## config.mk

```make
export PLATFORM = sky130hd
export DESIGN_NAME = hazard_sequencer
export DESIGN_NICKNAME = d
export VERILOG_FILES = /design/src/rtl/cpu_types_pkg.sv /design/src/rtl/forward_unit.sv /design/src/rtl/hazard_sequencer.sv
export SDC_FILE = /design/constraint.sdc
export NUM_CORES = 1
export LEC_CHECK = 0
export BUFFER_PORTS_ARGS = -buffer_cell sky130_fd_sc_hd__buf_2
export CORE_UTILIZATION = 45
export CTS_CLUSTER_SIZE = 12
export DETAILED_ROUTE_END_ITERATION = 7
export HOLD_SLACK_MARGIN = 0.08
export PLACE_DENSITY_LB_ADDON = 0.25
export SETUP_SLACK_MARGIN = 0.4
export SYNTH_ARGS = -nofsm -noshare
export SYNTH_HDL_FRONTEND = slang
export SYNTH_SLANG_ARGS = --single-unit
```

## constraint.sdc

```tcl
create_clock -name CLK -period 3.2 [get_ports CLK]
set_input_delay 0.96 -clock CLK [delete_from_list [all_inputs] [get_ports CLK]]
set_output_delay 0.96 -clock CLK [all_outputs]
set_load 0.005 [all_outputs]
```

## src/rtl/cpu_types_pkg.sv

```systemverilog
// Shared pipeline types for the hazard/sequencing logic: controller states,
// forwarding mux selects, default sizing and a register-match helper.
package cpu_types_pkg;

  typedef enum logic [1:0] {
    RUN    = 2'd0,
    DRAIN  = 2'd1,
    HALTED = 2'd2
  } hz_state_t;

  typedef enum logic [1:0] {
    FWD_RF  = 2'b00,
    FWD_WB  = 2'b01,
    FWD_MEM = 2'b10
  } fwd_sel_t;

  localparam int HZ_DRAIN_MAX = 7;
  localparam int HZ_CNT_W     = 32;

  // x0 is hardwired to zero, so a write to it never produces a usable value.
  function automatic logic srcMatches(input logic [4:0] rd, input logic [4:0] rs);
    return (rd != 5'd0) && (rd == rs);
  endfunction

endpackage

```

## src/rtl/forward_unit.sv

```systemverilog
// Operand bypass select for one EX-stage source register. The MEM-stage
// result is newer than the WB write data, so it wins when both match.
module forward_unit
  import cpu_types_pkg::*;
(
  input  logic [4:0] i_rs,
  input  logic [4:0] i_memRd,
  input  logic       i_memRegWrite,
  input  logic [4:0] i_wbRd,
  input  logic       i_wbRegWrite,
  output fwd_sel_t   o_sel
);

  // Pick the youngest in-flight producer of the operand, else the register file.
  always_comb begin
    o_sel = FWD_RF;
    if (i_memRegWrite && srcMatches(i_memRd, i_rs)) begin
      o_sel = FWD_MEM;
    end else if (i_wbRegWrite && srcMatches(i_wbRd, i_rs)) begin
      o_sel = FWD_WB;
    end
  end

endmodule

```

## src/rtl/hazard_sequencer.sv

```systemverilog
// Central hazard controller for the 5-stage pipeline: latch enables and
// bubble injection, operand forwarding, halt drain sequencing and a
// saturating stall-cycle counter.
module hazard_sequencer
  import cpu_types_pkg::*;
#(
  parameter int CNT_W     = HZ_CNT_W,
  parameter int DRAIN_MAX = HZ_DRAIN_MAX
) (
  input  logic             CLK,
  input  logic             RST,
  input  logic             ihit,
  input  logic             dhit,
  input  logic             mem_dreq,
  input  logic [4:0]       id_rs1,
  input  logic [4:0]       id_rs2,
  input  logic             id_use1,
  input  logic             id_use2,
  input  logic             id_halt,
  input  logic [4:0]       ex_rs1,
  input  logic [4:0]       ex_rs2,
  input  logic [4:0]       ex_rd,
  input  logic             ex_load,
  input  logic             ex_redirect,
  input  logic [4:0]       mem_rd,
  input  logic             mem_regwrite,
  input  logic [4:0]       wb_rd,
  input  logic             wb_regwrite,
  input  logic             wb_halt,
  output logic             pc_write,
  output logic             if_id_write,
  output logic             id_ex_write,
  output logic             ex_mem_write,
  output logic             mem_wb_write,
  output logic             if_id_flush,
  output logic             id_ex_flush,
  output logic [1:0]       forwardA,
  output logic [1:0]       forwardB,
  output logic             stall,
  output logic             halt,
  output logic             drain_err,
  output logic [CNT_W-1:0] stall_cnt
);

  localparam int DCW = $clog2(DRAIN_MAX + 1);
  // The counter holds the number of DRAIN cycles already completed, so the
  // cycle that sees DRAIN_MAX-1 is the last one allowed.
  localparam logic [DCW-1:0] DRAIN_LAST = DCW'(DRAIN_MAX - 1);

  hz_state_t      r_state;
  hz_state_t      w_nextState;
  logic [DCW-1:0] r_drainCnt;
  logic           w_dWait;
  logic           w_loadUse;
  logic           w_idExAdvance;
  logic           w_drainTimeout;
  fwd_sel_t       w_fwdA;
  fwd_sel_t       w_fwdB;

  assign w_dWait   = mem_dreq & ~dhit;
  assign w_loadUse = ex_load & ((id_use1 & srcMatches(ex_rd, id_rs1)) |
                                (id_use2 & srcMatches(ex_rd, id_rs2)));

  // Latch enables and bubbles, resolved in strict priority order.
  always_comb begin
    pc_write     = 1'b1;
    if_id_write  = 1'b1;
    id_ex_write  = 1'b1;
    ex_mem_write = 1'b1;
    mem_wb_write = 1'b1;
    if_id_flush  = 1'b0;
    id_ex_flush  = 1'b0;
    if (r_state == HALTED || w_dWait) begin
      pc_write     = 1'b0;
      if_id_write  = 1'b0;
      id_ex_write  = 1'b0;
      ex_mem_write = 1'b0;
      mem_wb_write = 1'b0;
    end else if (ex_redirect) begin
      pc_write    = (r_state != DRAIN);
      if_id_flush = 1'b1;
      id_ex_flush = 1'b1;
    end else if (w_loadUse) begin
      pc_write    = 1'b0;
      if_id_write = 1'b0;
      id_ex_flush = 1'b1;
    end else if (r_state == DRAIN || !ihit) begin
      pc_write    = 1'b0;
      if_id_flush = 1'b1;
    end
  end

  assign stall = ~(pc_write & if_id_write & id_ex_write & ex_mem_write &
                   mem_wb_write & ~if_id_flush & ~id_ex_flush);

  // A real instruction leaves ID only when ID/EX loads without a bubble.
  assign w_idExAdvance = id_ex_write & ~id_ex_flush;

  // Halt sequencing: leave RUN once HALT is in EX, stop when it retires or times out.
  always_comb begin
    w_nextState    = r_state;
    w_drainTimeout = 1'b0;
    case (r_state)
      RUN: begin
        if (id_halt && w_idExAdvance) w_nextState = DRAIN;
      end
      DRAIN: begin
        if (wb_halt) begin
          w_nextState = HALTED;
        end else if (r_drainCnt >= DRAIN_LAST) begin
          w_nextState    = HALTED;
          w_drainTimeout = 1'b1;
        end
      end
      HALTED:  w_nextState = HALTED;
      default: w_nextState = RUN;
    endcase
  end

  // State register with registered halt flag and sticky drain error.
  always_ff @(posedge CLK) begin
    if (RST) begin
      r_state   <= RUN;
      halt      <= 1'b0;
      drain_err <= 1'b0;
    end else begin
      r_state <= w_nextState;
      halt    <= (w_nextState == HALTED);
      if (w_drainTimeout) drain_err <= 1'b1;
    end
  end

  // Counts DRAIN cycles so a HALT that never retires cannot hang the core.
  always_ff @(posedge CLK) begin
    if (RST) begin
      r_drainCnt <= '0;
    end else if (r_state == RUN && w_nextState == DRAIN) begin
      r_drainCnt <= '0;
    end else if (r_state == DRAIN) begin
      r_drainCnt <= r_drainCnt + DCW'(1);
    end
  end

  // Saturating stall-cycle counter, frozen once the core has halted.
  always_ff @(posedge CLK) begin
    if (RST) begin
      stall_cnt <= '0;
    end else if (r_state != HALTED && stall && stall_cnt != '1) begin
      stall_cnt <= stall_cnt + CNT_W'(1);
    end
  end

  forward_unit u_fwdA (
    .i_rs          (ex_rs1),
    .i_memRd       (mem_rd),
    .i_memRegWrite (mem_regwrite),
    .i_wbRd        (wb_rd),
    .i_wbRegWrite  (wb_regwrite),
    .o_sel         (w_fwdA)
  );

  forward_unit u_fwdB (
    .i_rs          (ex_rs2),
    .i_memRd       (mem_rd),
    .i_memRegWrite (mem_regwrite),
    .i_wbRd        (wb_rd),
    .i_wbRegWrite  (wb_regwrite),
    .o_sel         (w_fwdB)
  );

  assign forwardA = w_fwdA;
  assign forwardB = w_fwdB;

endmodule
```

Word-level counts from Yosys, hierarchy flattened
Cells that the tools add are included.
- bits of input ports: 48
- output and inout bits: 46
- logic and storage cells: 85
- flip-flop bits (word level): 39
- $add $sub $neg: 2
- bitwise logic cells: 16
- reductions and logical operators: 22
- $lt $le $gt $ge: 1
- multiplexer cells: 26
- eq/ne operators: 13
- operators with widths (operator ; count):
    $add A32 B1 Y32 const B ; 1
    $ne A32 B32 Y1 const B ; 1
    $eq A5 B5 Y1 ; 6
    $mux W1 ; 20
    $reduce_bool A5 Y1 ; 3
    $logic_and A1 B1 Y1 ; 14
    $and A1 B1 Y1 ; 11
    $mux W2 ; 5
    $pmux W2 S3 ; 1
    $eq A2 B1 Y1 const B ; 2
    $eq A2 B2 Y1 const B ; 2
    $not A1 Y1 ; 4
    $add A3 B1 Y3 const B ; 1
    $ge A3 B3 Y1 const B ; 1
    $logic_not A2 Y1 ; 1
    $logic_or A1 B1 Y1 ; 2
    $ne A2 B1 Y1 const B ; 1
    $ne A2 B2 Y1 const B ; 1
    $reduce_or A2 Y1 ; 1
    $logic_not A1 Y1 ; 1
    $or A1 B1 Y1 ; 1

Longest topological paths before layout
- depth after elaboration: 17
- depth in mapped cells: 9
- mapped depth without buffers: 7

By module
A second synthesis with hierarchy kept.
- cell total of the unflattened synthesis: 323
- area, all modules: 2646.3 um2
- modules (own cells, without submodules) (module ; seq. area each (um2) ; times used ; area each (um2) ; cells an instance):
    hazard_sequencer ; 780.7 ; 1 ; 2343.5 ; 283
    forward_unit ; 0.0 ; 2 ; 151.4 ; 20

Worst setup path before layout
OpenSTA, ideal clock, no wires.
- path kind: input-to-output
- start point: input ex_rd[1]
- end point: output pc_write
- arrival: 2.188 ns
- required time: 2.240 ns
- stages on the path: 5
- path slack: 0.052 ns
- path buffers: 0
- cells stage by stage: or4_1 o21ai_1 nand2b_1 a21oi_1 nor3_1
- word-level cells in the longest chain between the ends: 8
- elaborated cells between the ends (all ways): 12
- classes of those cells: eq/ne: 2; mux: 3; bitwise: 4; reduce/logical: 3
- RTL lines (item ; line ; text):
    from (decl) ; hazard_sequencer.sv:22 ; input logic [4:0] ex_rd,
    $eq A5 B5 Y1 or $reduce_bool A5 Y1 (tied branches) ; cpu_types_pkg.sv:22 ; return (rd != 5'd0) && (rd == rs);
    $logic_and A1 B1 Y1 ; cpu_types_pkg.sv:22 ;
    $and A1 B1 Y1 (on tied branches) ; hazard_sequencer.sv:61, hazard_sequencer.sv:62 ;
    $or A1 B1 Y1 (*) ; hazard_sequencer.sv:61 ; assign w_loadUse = ex_load & ((id_use1 & srcMatches(ex_rd, id_rs1)) |
    $and A1 B1 Y1 (*) ; hazard_sequencer.sv:61 ;
    $mux W1 (*) ; hazard_sequencer.sv:83 ; end else if (w_loadUse) begin
    $mux W1 (*) ; hazard_sequencer.sv:79 ; end else if (ex_redirect) begin
    $mux W1 (*) ; hazard_sequencer.sv:73 ; if (r_state == HALTED || w_dWait) begin
    to (decl) ; hazard_sequencer.sv:30 ; output logic pc_write,
Every way passes the cells marked *; elsewhere a longest branch is shown, timed or not.

Worst setup path after layout
- start point: input ex_rd[2]
- end point: output pc_write
The elaborated chain is that of the path after synthesis.

==> summary.md <==
| Metric | Value |
|---|---|
| Status | `completed` |
| Final setup fails | `0` |
| Pre-CTS setup slack | `-0.0372 ns` |
| Rows | `27` |
| Nets | `464` |
| Iter 0 DRT Violations | `171` |
| VDD IR max | `0.214 mV` |
| Non-Filler Instances | `487` |
| Hold path startpoint | `drain_err` |
| Synth Cell Area | `2600 um^2` |
| Die H | `78.0 um` |
| Fin crit period | `3.19 ns` |
| Clk root buf | `clkbuf_8` |
| Top Ports | `94` |
| Post-Synthesis Net Count | `368` |
| Routed WL per cell | `14.2 um` |
| Yosys cell types | `49` |
| RSZ-0062 raised after global routing | `true` |
| Antenna cells | `0` |
| Critical Path, Cell by Cell | `buf_6 > or4_4 > o21ai_4 > nand2b_4 > a21oi_2 > nor3_2 > buf_2` |
| Vias per cell | `5.66` |
| First drt pass iteration count | `4` |
| Initial antenna violation count | `0` |
| Synth area leaders | `dfxtp_1, xnor2_1, xor2_1` |
| Origin of the critical flop-to-flop path | `stall_cnt[3]` |
| Met2 Usage GRT | `38.4%` |
| Reg2Reg Setup Slack | `0.76 ns` |
| Fraction of layout cells with a size suffix above 1 | `38.3%` |
| Largest area contributor in the netlist | `dfxtp_1` |
| H-tree levels | `2` |
| CTS tree | `yes` |
| Final HPWL DP | `4650 um` |
| Most common cell after layout, fill and taps aside | `buf_2` |
| Worst Hold End | `drain_err` |
| Placed insts | `473` |
| Clock Path Buffers | `2` |
| Worst Skew | `0.00943 ns` |
| Worst Path Required | `2.24 ns` |
| Slowest cell delay on critical path | `0.54 ns` |
| Post-synth ARST share | `0%` |
| Port bufs | `93` |
| Fin. Hold Viols | `0` |
| Met3 Track Usage GR | `5.18%` |
| Vias in the first global route | `2449` |
| Synth Instances | `318` |
| Most frequent cells in the layout | `buf_2, dfxtp_1, nand2_1, nor2_1, a21oi_1` |
| Routed WL | `6930 um` |
| Crit share post-route | `99.6%` |
| Hold WS | `0.480 ns` |
| Clock Sinks | `39` |
| Met1 usage | `27.1%` |
| Clock latency on the worst-skew pair | `0.30 ns` |
| Max Clock Freq | `314 MHz` |
| Via count | `2758` |
| Largest net degree at the start of global routing | `54` |
| PwrDens | `304 nW/um^2` |
| Mapped Avg Cell Area | `8.16 um^2` |
| Reg2reg path depth | `6` |
| Least-Margin Pin Slew | `0.749 ns` |
| DIE WIDTH | `78.0 um` |
| Critical R2R Capture | `stall_cnt[23]` |
| Placed Area | `3170 um^2` |
| Maximum net fanout on the critical path | `6` |
| Final instance area | `3560 um^2` |
| EDFF count, synth | `0` |
| Leakage | `1.45 nW` |
| Core footprint | `5540 um^2` |
| DRC | `0` |
| #FFs+latches synth | `39` |
| Top Usage Layer GRT | `met2` |
| Setup crit start kind | `primary input` |
| Slew Limit Headroom | `50.0%` |
| Sequential area share after synthesis | `30.1%` |
| First-pass GRT wire length | `10900 um` |
| Area Overhead vs Synth | `37.3%` |
| Max-slew violation count | `0` |
| Max cap viols | `0` |
| Worst Setup End Kind | `output pin` |
| Crit Path Class | `in -> out` |
| Worst Hold Path Cells | `2` |
| Clock slew seen by the registers of the worst setup and hold paths | `0.07 ns` |
| Synth warn | `0` |
| GPL Wtd Cong | `0.832` |
| Yosys top cell area share | `30.1%` |
| Total GRT Usage | `22.3%` |
| Hold Path Class | `reg -> reg` |
| Main synth FF type | `dfxtp_1` |
| Worst path slowest cell | `or4_4` |
| Hold buffers post-CTS | `0` |
| Final worst slack | `0.0113 ns` |
| Crit path DAT | `2.23 ns` |
| Die area | `6080 um^2` |
| Filler cell count | `491` |
| Starting Density | `46.9%` |
| Gr ovfl total | `0` |
| Total CTS buffers | `5` |
| Detail Route Antenna Nets | `0` |
-- cell families (layout without fill, tap and decap cells) --
| family | Yosys count | in the layout | synth area share, % |
|---|---|---|---|
| simple gates | 160 | 160 | 36.3 |
| mux | 12 | 12 | 5.16 |
| buf+inv | 18 | 115 | 3.61 |
| xor+xnor | 32 | 32 | 10.8 |
| compound gates | 55 | 55 | 13.1 |
| fa+ha+maj | 2 | 2 | 0.964 |
| flops | 39 | 39 | 30.1 |
-- routing by layer --
layer,wire [um],vias to the layer above
li1,-,1365
met1,2880,1292
met2,3520,91
met3,407,10
met4,132,0
met5,0,-
-- worst max-delay path: cells and delay by family --
family,cells,cell delay (ns)
buffers and inverters,2,0.22
AOI/OAI and AO/OA,2,0.20
and+or+nand+nor,3,0.85
-- flip-flops by register name, indices dropped and copies added (netlist names) --
| register | count |
|---|---|
| r_drainCnt | 3 |
| drain_err | 1 |
| stall_cnt | 32 |
| r_state | 2 |
| halt | 1 |
-- stage by stage --
| step | utilization (%) | total power [mW] | setup TNS, ns |
|---|---|---|---|
| finish | 64.3 | 1.08 | 0 |
| global route | 64.3 | 1.13 | -0.0795 |
| CTS | 60.5 | 1.07 | 0 |
| detailed placement | 57.2 | 0.688 | -0.0372 |
| global placement | 57.2 | 0.683 | -0.0277 |
| floorplan | - | 0.613 | 0 |
-- worst max path at each step --
stage                  start       end  slack (ns)  depth (start not counted)
floorplan           ex_rd[4]  pc_write        0.17                          5
global route        ex_rd[2]  pc_write       -0.04                          7
global placement    ex_rd[4]  pc_write       -0.03                          7
detailed placement  ex_rd[4]  pc_write       -0.04                          7
finish              ex_rd[2]  pc_write        0.01                          7
CTS                 ex_rd[2]  pc_write        0.01                          7
-- timing repair --
| action | 4_1_cts | 5_1_grt |
|---|---|---|
| setup buffers | 2 | 3 |
| endpoints found under the setup margin | 9 | 11 |
| pin swaps | 7 | 15 |
| cloned | 0 | 1 |
| gates resized for setup | 13 | 35 |
-- cell usage after synthesis (2+ instances only) --
| master | count |
|---|---|
| or3_1 | 7 |
| clkbuf_1 | 6 |
| buf_4 | 3 |
| o21ai_0 | 9 |
| and4_1 | 2 |
| dfxtp_1 | 39 |
| and2_1 | 3 |
| nor2b_1 | 13 |
| mux2_1 | 5 |
| mux2_2 | 6 |
| buf_2 | 5 |
| nand4_1 | 14 |
| nor4_4 | 2 |
| nor3_1 | 11 |
| or4_1 | 17 |
| o31ai_1 | 12 |
| xnor2_1 | 17 |
| ha_1 | 2 |
| and3_1 | 3 |
| nand3_1 | 14 |
| nor4_1 | 9 |
| nand2_1 | 25 |
| inv_1 | 2 |
| xor2_1 | 15 |
| and2b_1 | 2 |
| nor3b_1 | 2 |
| nand3_2 | 2 |
| nor2_1 | 24 |
| nand2b_1 | 3 |
| a21oi_1 | 25 |
-- layout make-up --
type	instances	area (um^2)	share of cell area (%)
repair buffers	105	646	18.1
multi-input cells	261	1940	54.4
flip-flops and latches	39	781	21.9
clock buffers	8	100	2.81
well taps	72	90.1	2.53
inverters	2	7.51	0.211
-- report_power, final --
group	internal (mW)	switching, mW
clock	0.197	0.175
combinational	0.102	0.111
sequential	0.492	0.00628
(Power assumes the default switching activity.)
